File: src/rtl/rpsc_pkg.sv
// Shared types for the RPSC channel power sequencer: state encoding,
// stage-enable vector and the state-to-enable / ramp-down step helpers.
package rpsc_pkg;

    typedef enum logic [3:0] {
        ST_OFF   = 4'd0,
        ST_FAN   = 4'd1,
        ST_DRAMP = 4'd2,
        ST_G1    = 4'd3,
        ST_CA    = 4'd4,
        ST_SB    = 4'd5,
        ST_G2    = 4'd6,
        ST_ANODE = 4'd7,
        ST_HV    = 4'd8
    } rpsc_state_e;

    // bit 0 fan, 1 driver amp, 2 G1, 3 cathode, 4 G2, 5 anode (active-high)
    typedef logic [5:0] rpsc_stage_en_t;

    function automatic rpsc_stage_en_t state_en(input rpsc_state_e st);
        case (st)
            ST_FAN:          state_en = 6'b000001;
            ST_DRAMP:        state_en = 6'b000011;
            ST_G1:           state_en = 6'b000111;
            ST_CA, ST_SB:    state_en = 6'b001111;
            ST_G2:           state_en = 6'b011111;
            ST_ANODE, ST_HV: state_en = 6'b111111;
            default:         state_en = 6'b000000;
        endcase
    endfunction

    function automatic rpsc_state_e ramp_step(input rpsc_state_e st, input rpsc_state_e tgt);
        case (st)
            ST_HV, ST_ANODE: ramp_step = ST_G2;
            ST_G2:           ramp_step = (tgt == ST_SB) ? ST_SB : ST_CA;
            ST_SB, ST_CA:    ramp_step = ST_G1;
            ST_G1:           ramp_step = ST_DRAMP;
            ST_DRAMP:        ramp_step = ST_FAN;
            default:         ramp_step = ST_OFF;
        endcase
    endfunction

endpackage

File: src/rtl/rpsc_dwell_timer.sv
// Loadable down-counter with synchronous clear; o_tc is high while the count is zero.
module rpsc_dwell_timer #(
    parameter int W = 4
) (
    input  logic         clk,
    input  logic         reset,
    input  logic         i_clr,
    input  logic         i_load,
    input  logic [W-1:0] i_load_val,
    output logic         o_tc
);

    logic [W-1:0] r_cnt;

    always_ff @(posedge clk) begin
        if (reset || i_clr) begin
            r_cnt <= '0;
        end else if (i_load) begin
            r_cnt <= i_load_val;
        end else if (r_cnt != '0) begin
            r_cnt <= r_cnt - 1'b1;
        end
    end

    assign o_tc = (r_cnt == '0);

endmodule

File: src/rtl/rpsc_pwr_sequencer.sv
// RPSC channel power-up/down sequencer with trip handling and sticky faults.
// Define RPSC_SEQ_RAMPDN_EN for stepped reverse shutdown on request drops.
module rpsc_pwr_sequencer #(
    parameter int STEP_CYCLES = 1000,
    parameter int HV_TIMEOUT  = 5000
) (
    input  logic       clk,
    input  logic       reset,
    input  logic       sb_req,
    input  logic       hv_req,
    input  logic       Not_ANY_SB_GO_OFF,
    input  logic       Not_ANY_HV_GO_OFF,
    input  logic       Not_AN_HV_Ready,
    output logic       Not_FAN_ON,
    output logic       Not_DR_AMP_ON,
    output logic       Not_G1_ON,
    output logic       Not_CA_ON,
    output logic       Not_G2_ON,
    output logic       Not_Anode_ON,
    output logic       sb_fault,
    output logic       hv_fault,
    output logic [3:0] state_o
);
    import rpsc_pkg::*;

    // state | meaning: OFF idle; FAN..CA standby ramp-up; SB standby; G2/ANODE HV ramp-up; HV on
    localparam int MAX_CYC = (STEP_CYCLES > HV_TIMEOUT) ? STEP_CYCLES : HV_TIMEOUT;
    localparam int CNT_W   = $clog2(MAX_CYC);
    localparam logic [CNT_W-1:0] STEP_LD = CNT_W'(STEP_CYCLES - 1);
    localparam logic [CNT_W-1:0] HV_LD   = CNT_W'(HV_TIMEOUT - 1);

    rpsc_state_e    r_state, w_next;
    rpsc_stage_en_t r_en;
    logic           r_sb_fault, r_hv_fault;
    logic           w_set_sb, w_set_hv, w_hv_zone, w_tc;
    logic           w_clr, w_load;
    logic [CNT_W-1:0] w_load_val;
`ifdef RPSC_SEQ_RAMPDN_EN
    logic           r_ramp, w_ramp_nxt;
    rpsc_state_e    r_ramp_tgt, w_tgt_nxt;
`endif

    assign w_hv_zone = (r_state == ST_G2) || (r_state == ST_ANODE) || (r_state == ST_HV);

    always_comb begin
        w_next   = r_state;
        w_set_sb = 1'b0;
        w_set_hv = 1'b0;
`ifdef RPSC_SEQ_RAMPDN_EN
        w_ramp_nxt = 1'b0;
        w_tgt_nxt  = r_ramp_tgt;
`endif
        if (r_state == ST_OFF) begin
            if (sb_req && !r_sb_fault && Not_ANY_SB_GO_OFF) w_next = ST_FAN;
        end else if (!Not_ANY_SB_GO_OFF) begin
            w_next   = ST_OFF;
            w_set_sb = 1'b1;
            w_set_hv = w_hv_zone && !Not_ANY_HV_GO_OFF;
        end else if (w_hv_zone && !Not_ANY_HV_GO_OFF) begin
            w_next   = ST_SB;
            w_set_hv = 1'b1;
        end
`ifdef RPSC_SEQ_RAMPDN_EN
        else if (r_ramp) begin
            if (w_tc) w_next = ramp_step(r_state, r_ramp_tgt);
            w_ramp_nxt = (w_next != r_ramp_tgt);
        end else if (!sb_req) begin
            w_tgt_nxt  = ST_OFF;
            w_next     = ramp_step(r_state, ST_OFF);
            w_ramp_nxt = (w_next != ST_OFF);
        end else if (w_hv_zone && !hv_req) begin
            w_tgt_nxt  = ST_SB;
            w_next     = ramp_step(r_state, ST_SB);
            w_ramp_nxt = (w_next != ST_SB);
        end
`else
        else if (!sb_req) begin
            w_next = ST_OFF;
        end else if (w_hv_zone && !hv_req) begin
            w_next = ST_SB;
        end
`endif
        else begin
            case (r_state)
                ST_FAN:   if (w_tc) w_next = ST_DRAMP;
                ST_DRAMP: if (w_tc) w_next = ST_G1;
                ST_G1:    if (w_tc) w_next = ST_CA;
                ST_CA:    if (w_tc) w_next = ST_SB;
                ST_SB:    if (hv_req && !r_hv_fault && Not_ANY_HV_GO_OFF) w_next = ST_G2;
                ST_G2:    if (w_tc) w_next = ST_ANODE;
                ST_ANODE: begin
                    if (!Not_AN_HV_Ready) begin
                        w_next = ST_HV;
                    end else if (w_tc) begin
                        w_next   = ST_SB;
                        w_set_hv = 1'b1;
                    end
                end
                ST_HV: begin
                    if (Not_AN_HV_Ready) begin
                        w_next   = ST_SB;
                        w_set_hv = 1'b1;
                    end
                end
                default: w_next = ST_OFF;
            endcase
        end
    end

    // Untimed states park the counter at zero; timed states reload on entry.
    always_comb begin
        w_clr      = 1'b0;
        w_load     = 1'b0;
        w_load_val = STEP_LD;
        if (w_next != r_state) begin
            if (w_next == ST_OFF || w_next == ST_SB || w_next == ST_HV) begin
                w_clr = 1'b1;
            end else begin
                w_load = 1'b1;
                if (w_next == ST_ANODE) w_load_val = HV_LD;
            end
        end
    end

    rpsc_dwell_timer #(.W(CNT_W)) u_dwell (
        .clk        (clk),
        .reset      (reset),
        .i_clr      (w_clr),
        .i_load     (w_load),
        .i_load_val (w_load_val),
        .o_tc       (w_tc)
    );

    always_ff @(posedge clk) begin
        if (reset) begin
            r_state    <= ST_OFF;
            r_en       <= '0;
            r_sb_fault <= 1'b0;
            r_hv_fault <= 1'b0;
        end else begin
            r_state    <= w_next;
            r_en       <= state_en(w_next);
            r_sb_fault <= w_set_sb | (r_sb_fault & sb_req);
            r_hv_fault <= w_set_hv | (r_hv_fault & hv_req);
        end
    end

`ifdef RPSC_SEQ_RAMPDN_EN
    always_ff @(posedge clk) begin
        if (reset) begin
            r_ramp     <= 1'b0;
            r_ramp_tgt <= ST_OFF;
        end else begin
            r_ramp     <= w_ramp_nxt;
            r_ramp_tgt <= w_tgt_nxt;
        end
    end
`endif

    assign Not_FAN_ON    = ~r_en[0];
    assign Not_DR_AMP_ON = ~r_en[1];
    assign Not_G1_ON     = ~r_en[2];
    assign Not_CA_ON     = ~r_en[3];
    assign Not_G2_ON     = ~r_en[4];
    assign Not_Anode_ON  = ~r_en[5];
    assign sb_fault      = r_sb_fault;
    assign hv_fault      = r_hv_fault;
    assign state_o       = r_state;

endmodule

File: config.mk
export PLATFORM = sky130hd
export DESIGN_NAME = rpsc_pwr_sequencer
export DESIGN_NICKNAME = d
export VERILOG_FILES = /design/src/rtl/rpsc_pkg.sv /design/src/rtl/rpsc_dwell_timer.sv /design/src/rtl/rpsc_pwr_sequencer.sv
export SDC_FILE = /design/constraint.sdc
export NUM_CORES = 1
export LEC_CHECK = 0
export CAP_MARGIN = 20
export CORE_ASPECT_RATIO = 1.2
export CORE_MARGIN = 5
export CORE_UTILIZATION = 35
export CTS_BUF_LIST = sky130_fd_sc_hd__clkbuf_4 sky130_fd_sc_hd__clkbuf_8 sky130_fd_sc_hd__clkbuf_16
export DETAILED_ROUTE_END_ITERATION = 16
export DONT_BUFFER_PORTS = 1
export SYNTH_ARGS = -nofsm -noshare
export SYNTH_HDL_FRONTEND = slang
export SYNTH_SLANG_ARGS = --single-unit
export TNS_END_PERCENT = 1
File: constraint.sdc
create_clock -name clk -period 5 [get_ports clk]
set_input_delay 1.5 -clock clk [delete_from_list [all_inputs] [get_ports clk]]
set_output_delay 1.5 -clock clk [all_outputs]
set_load 0.02 [all_outputs]
==> metrics <==
status finished, final reports clean; Worst-Skew Late Latency 0.27 ns; syn avg cell area approximately 8.1 um2; multi-input combinational cell area between 900 and 1000 um2; final critical-path required period between 3 and 4 ns; final WL between 3 and 4 mm; R2R depth 7; compound-cell area share of the yosys netlist 0.2375; die area approximately 6000 um2; Die X ~71 um; Max VDD drop roughly 0.22 mV; PwrDens around 480 nW/um2; commonest non-fill, non-tap cells in the layout dfxtp_1 (25), nor2_1 (17), nand2_1 (16); Reg-to-Reg Start state_o[3]; R2R Path End u_dwell.r_cnt[5]; Post-Place Setup Slack 1.495 ns; largest net degree at the start of global routing 21; row count 26; DRC 0; Final Max Slew Viols 0; antenna violations before repair 0; routed via count 1,348; DRT antenna net count 0; drt first pass iters 4; Layout area overhead 3.800%; vias in the first global route 1,254; # hold bufs at CTS 0; layout cells sized above 1 0.1053; clock-pin slew on the worst setup and hold paths about 0.090 ns; critical path's top delay family compound AO/OA/AOI/OAI gates; GP Congestion around 0.84; Synth Area in Simple Gates 0.2914; Overall Global Routing Usage 0.1196; final period utilization 0.6493; Distinct cells, synth 59; postcts setup bufs 0; TritonCTS clock tree built; Worst Clk Skew roughly 0.0037 ns; Required @ worst endpoint approximately 5.2 ns; total gr overflow 0; main combinational cell family by area after synthesis simple AND/OR/NAND/NOR gates; Critical Path Sink Type flip-flop; Post-Syn Area 1580 um2; CORE AREA roughly 4300 um2; Leak ~0.00055 uW; initial drt markers around 140; Finished Core Util 0.3791; Final Non-Filler Cells roughly 250; CP bufs+invs 0; kind of critical path primary input to flip-flop; Synth Area in Adders 0.007918; Setup crit end u_dwell.r_cnt[5]; PortBufs 0; CP Cell Sequence nor2b_1 > a221o_1 > or4_4 > a21oi_2 > o311a_1 > nand4b_2 > o32ai_1; Sequential Area 500.5 um2; CP max stage delay 0.52 ns; Critical Path Start Not_ANY_HV_GO_OFF; Reg2Reg Setup Slack approximately 1.8 ns; vias per cell 5.480; chip height about 84 um; Post-Syn Instances about 200; most common cell after layout, fill and taps aside dfxtp_1; clock sink count 25; Net count, final about 200; Synth Net Count a little over 200; multiplexer area fraction after synthesis 0.02059; CTS Buf Count 3; H-Tree Level Count 1; CP max FO 12; post-cts repair resize count 0; Post-synth ARST share 0; Final WS setup 1.754 ns; Clk Tree Root Cell clkbuf_8; CTS Buffer Depth 2; Post-DP HPWL 2.703 mm; Fmax a little over 300 MHz; maxcap violations 0; Fin Setup TNS 0 ns; final setup vio count 0; worst-margin pin slew between 0.8 and 0.9 ns; first-pass GRT wire length ~5.8 mm; final hold vios 0; RSZ-0062 raised after global routing no; Synth Area in XOR/XNOR 0.04988; number of diodes 0; Seq/Total Area, Yosys 0.3167; placed cells around 240; Finished Cell Area 1640 um2; Worst EP arrival 3.43 ns; Starting Density 0.3652; max_slew headroom 0.4226; Avg WL per Cell around 15 um; synth warn 0; hold crit path type flip-flop to flip-flop; number of flops mapped to enable cells by yosys 0; Critical-path top delay cell or4_4; Placed Area 1594 um2; I/O pin count 19; Stages on worst setup path 7; fillcell total around 460; Startpoint Class primary input; most common flop cell mapped by yosys dfxtp_1; Yosys reg bits 25
-- metrics by stage --
| step | hold WS, ns | total power [uW] |
|---|---|---|
| 2_1_floorplan | 0.5016 | 624.4 |
| 3_3_place_gp | 0.5501 | 676.4 |
| 3_5_place_dp | 0.5576 | 680.1 |
| 4_1_cts | 0.5705 | 802.6 |
| 5_1_grt | 0.6034 | 863.0 |
| 6_report | 0.5663 | 794.3 |
-- synth_stat cells (all sizes together), types with 2 or more instances --
library cell	count	area (um2)
or4	3	30.03
a21oi	15	82.58
xnor2	4	35.03
inv	17	63.81
nor3	5	25.02
nand2b	6	37.54
o22ai	7	43.79
o31ai	2	15.01
o211ai	2	15.01
nor4	2	25.02
mux2	2	22.52
nor2	17	63.81
dfxtp	25	500.5
o32ai	2	17.52
clkbuf	3	12.51
xor2	5	43.79
nor4b	2	23.77
buf	7	43.79
nor2b	4	25.02
o21ai	7	35.03
nand3	5	25.02
and2	2	12.51
nand2	16	60.06
a22oi	3	27.52
or3	5	31.28
a32oi	2	17.52
nor3b	3	22.52
o21a	2	15.01
-- state kept, by name (all words and copies together) (netlist names) --
| signal | cells |
|---|---|
| state_o | 4 |
| u_dwell.r_cnt | 13 |
| sb_fault | 1 |
| r_en | 6 |
| hv_fault | 1 |
-- cell type report --
class | count | share of cell area
tap | 56 | 0.04272
clock inverter | 1 | 0.003051
sequential | 25 | 0.3051
multi-input combinational | 144 | 0.5851
clock buffer | 3 | 0.02517
inverter | 17 | 0.03890
-- worst min-delay path: cells and delay by family (launching register included) --
family             cells  cell delay [ns]
AOI/OAI and AO/OA      1             0.13
DFF                    1             0.35
and+or+nand+nor        1             0.05
-- worst min-delay path by stage --
stage          cells after the start                end              start  slack, ns
4_1_cts                            2  u_dwell.r_cnt[11]  u_dwell.r_cnt[11]       0.57
3_5_place_dp                       2  u_dwell.r_cnt[10]  u_dwell.r_cnt[10]       0.56
6_report                           2  u_dwell.r_cnt[11]  u_dwell.r_cnt[11]       0.57
2_1_floorplan                      2  u_dwell.r_cnt[11]  u_dwell.r_cnt[11]       0.50
3_3_place_gp                       2  u_dwell.r_cnt[11]  u_dwell.r_cnt[11]       0.55
5_1_grt                            2   u_dwell.r_cnt[3]   u_dwell.r_cnt[3]       0.60
-- logic make-up after synthesis --
kind of cell	after synthesis
AND/OR/NAND/NOR	79
AO/OA/AOI/OAI	52
buffers and inverters	27
multiplexers	3
adder cells (fa/ha/maj)	1
flip-flops	25
XOR/XNOR	9
-- report_power, final --
part           leakage, uW  internal (uW)  total (uW)  switching (uW)
sequential        0.000204            243         289            45.9
combinational     0.000323            174         384             211
clock            0.0000255           55.8         121            64.9
total             0.000552            473         794             321
-- metal layers --
metal / track usage / routed length, um / part of all wire / vias to the layer above
met2: 0.1948 / 1668 / 0.46 / 36
met5: 0 / 0 / 0 / -
li1: - / - / - / 693
met3: 0.03373 / 261 / 0.072 / 13
met1: 0.1342 / 1549 / 0.43 / 606
met4: 0.07521 / 155 / 0.043 / 0
Power figures use the tool's default switching activity.
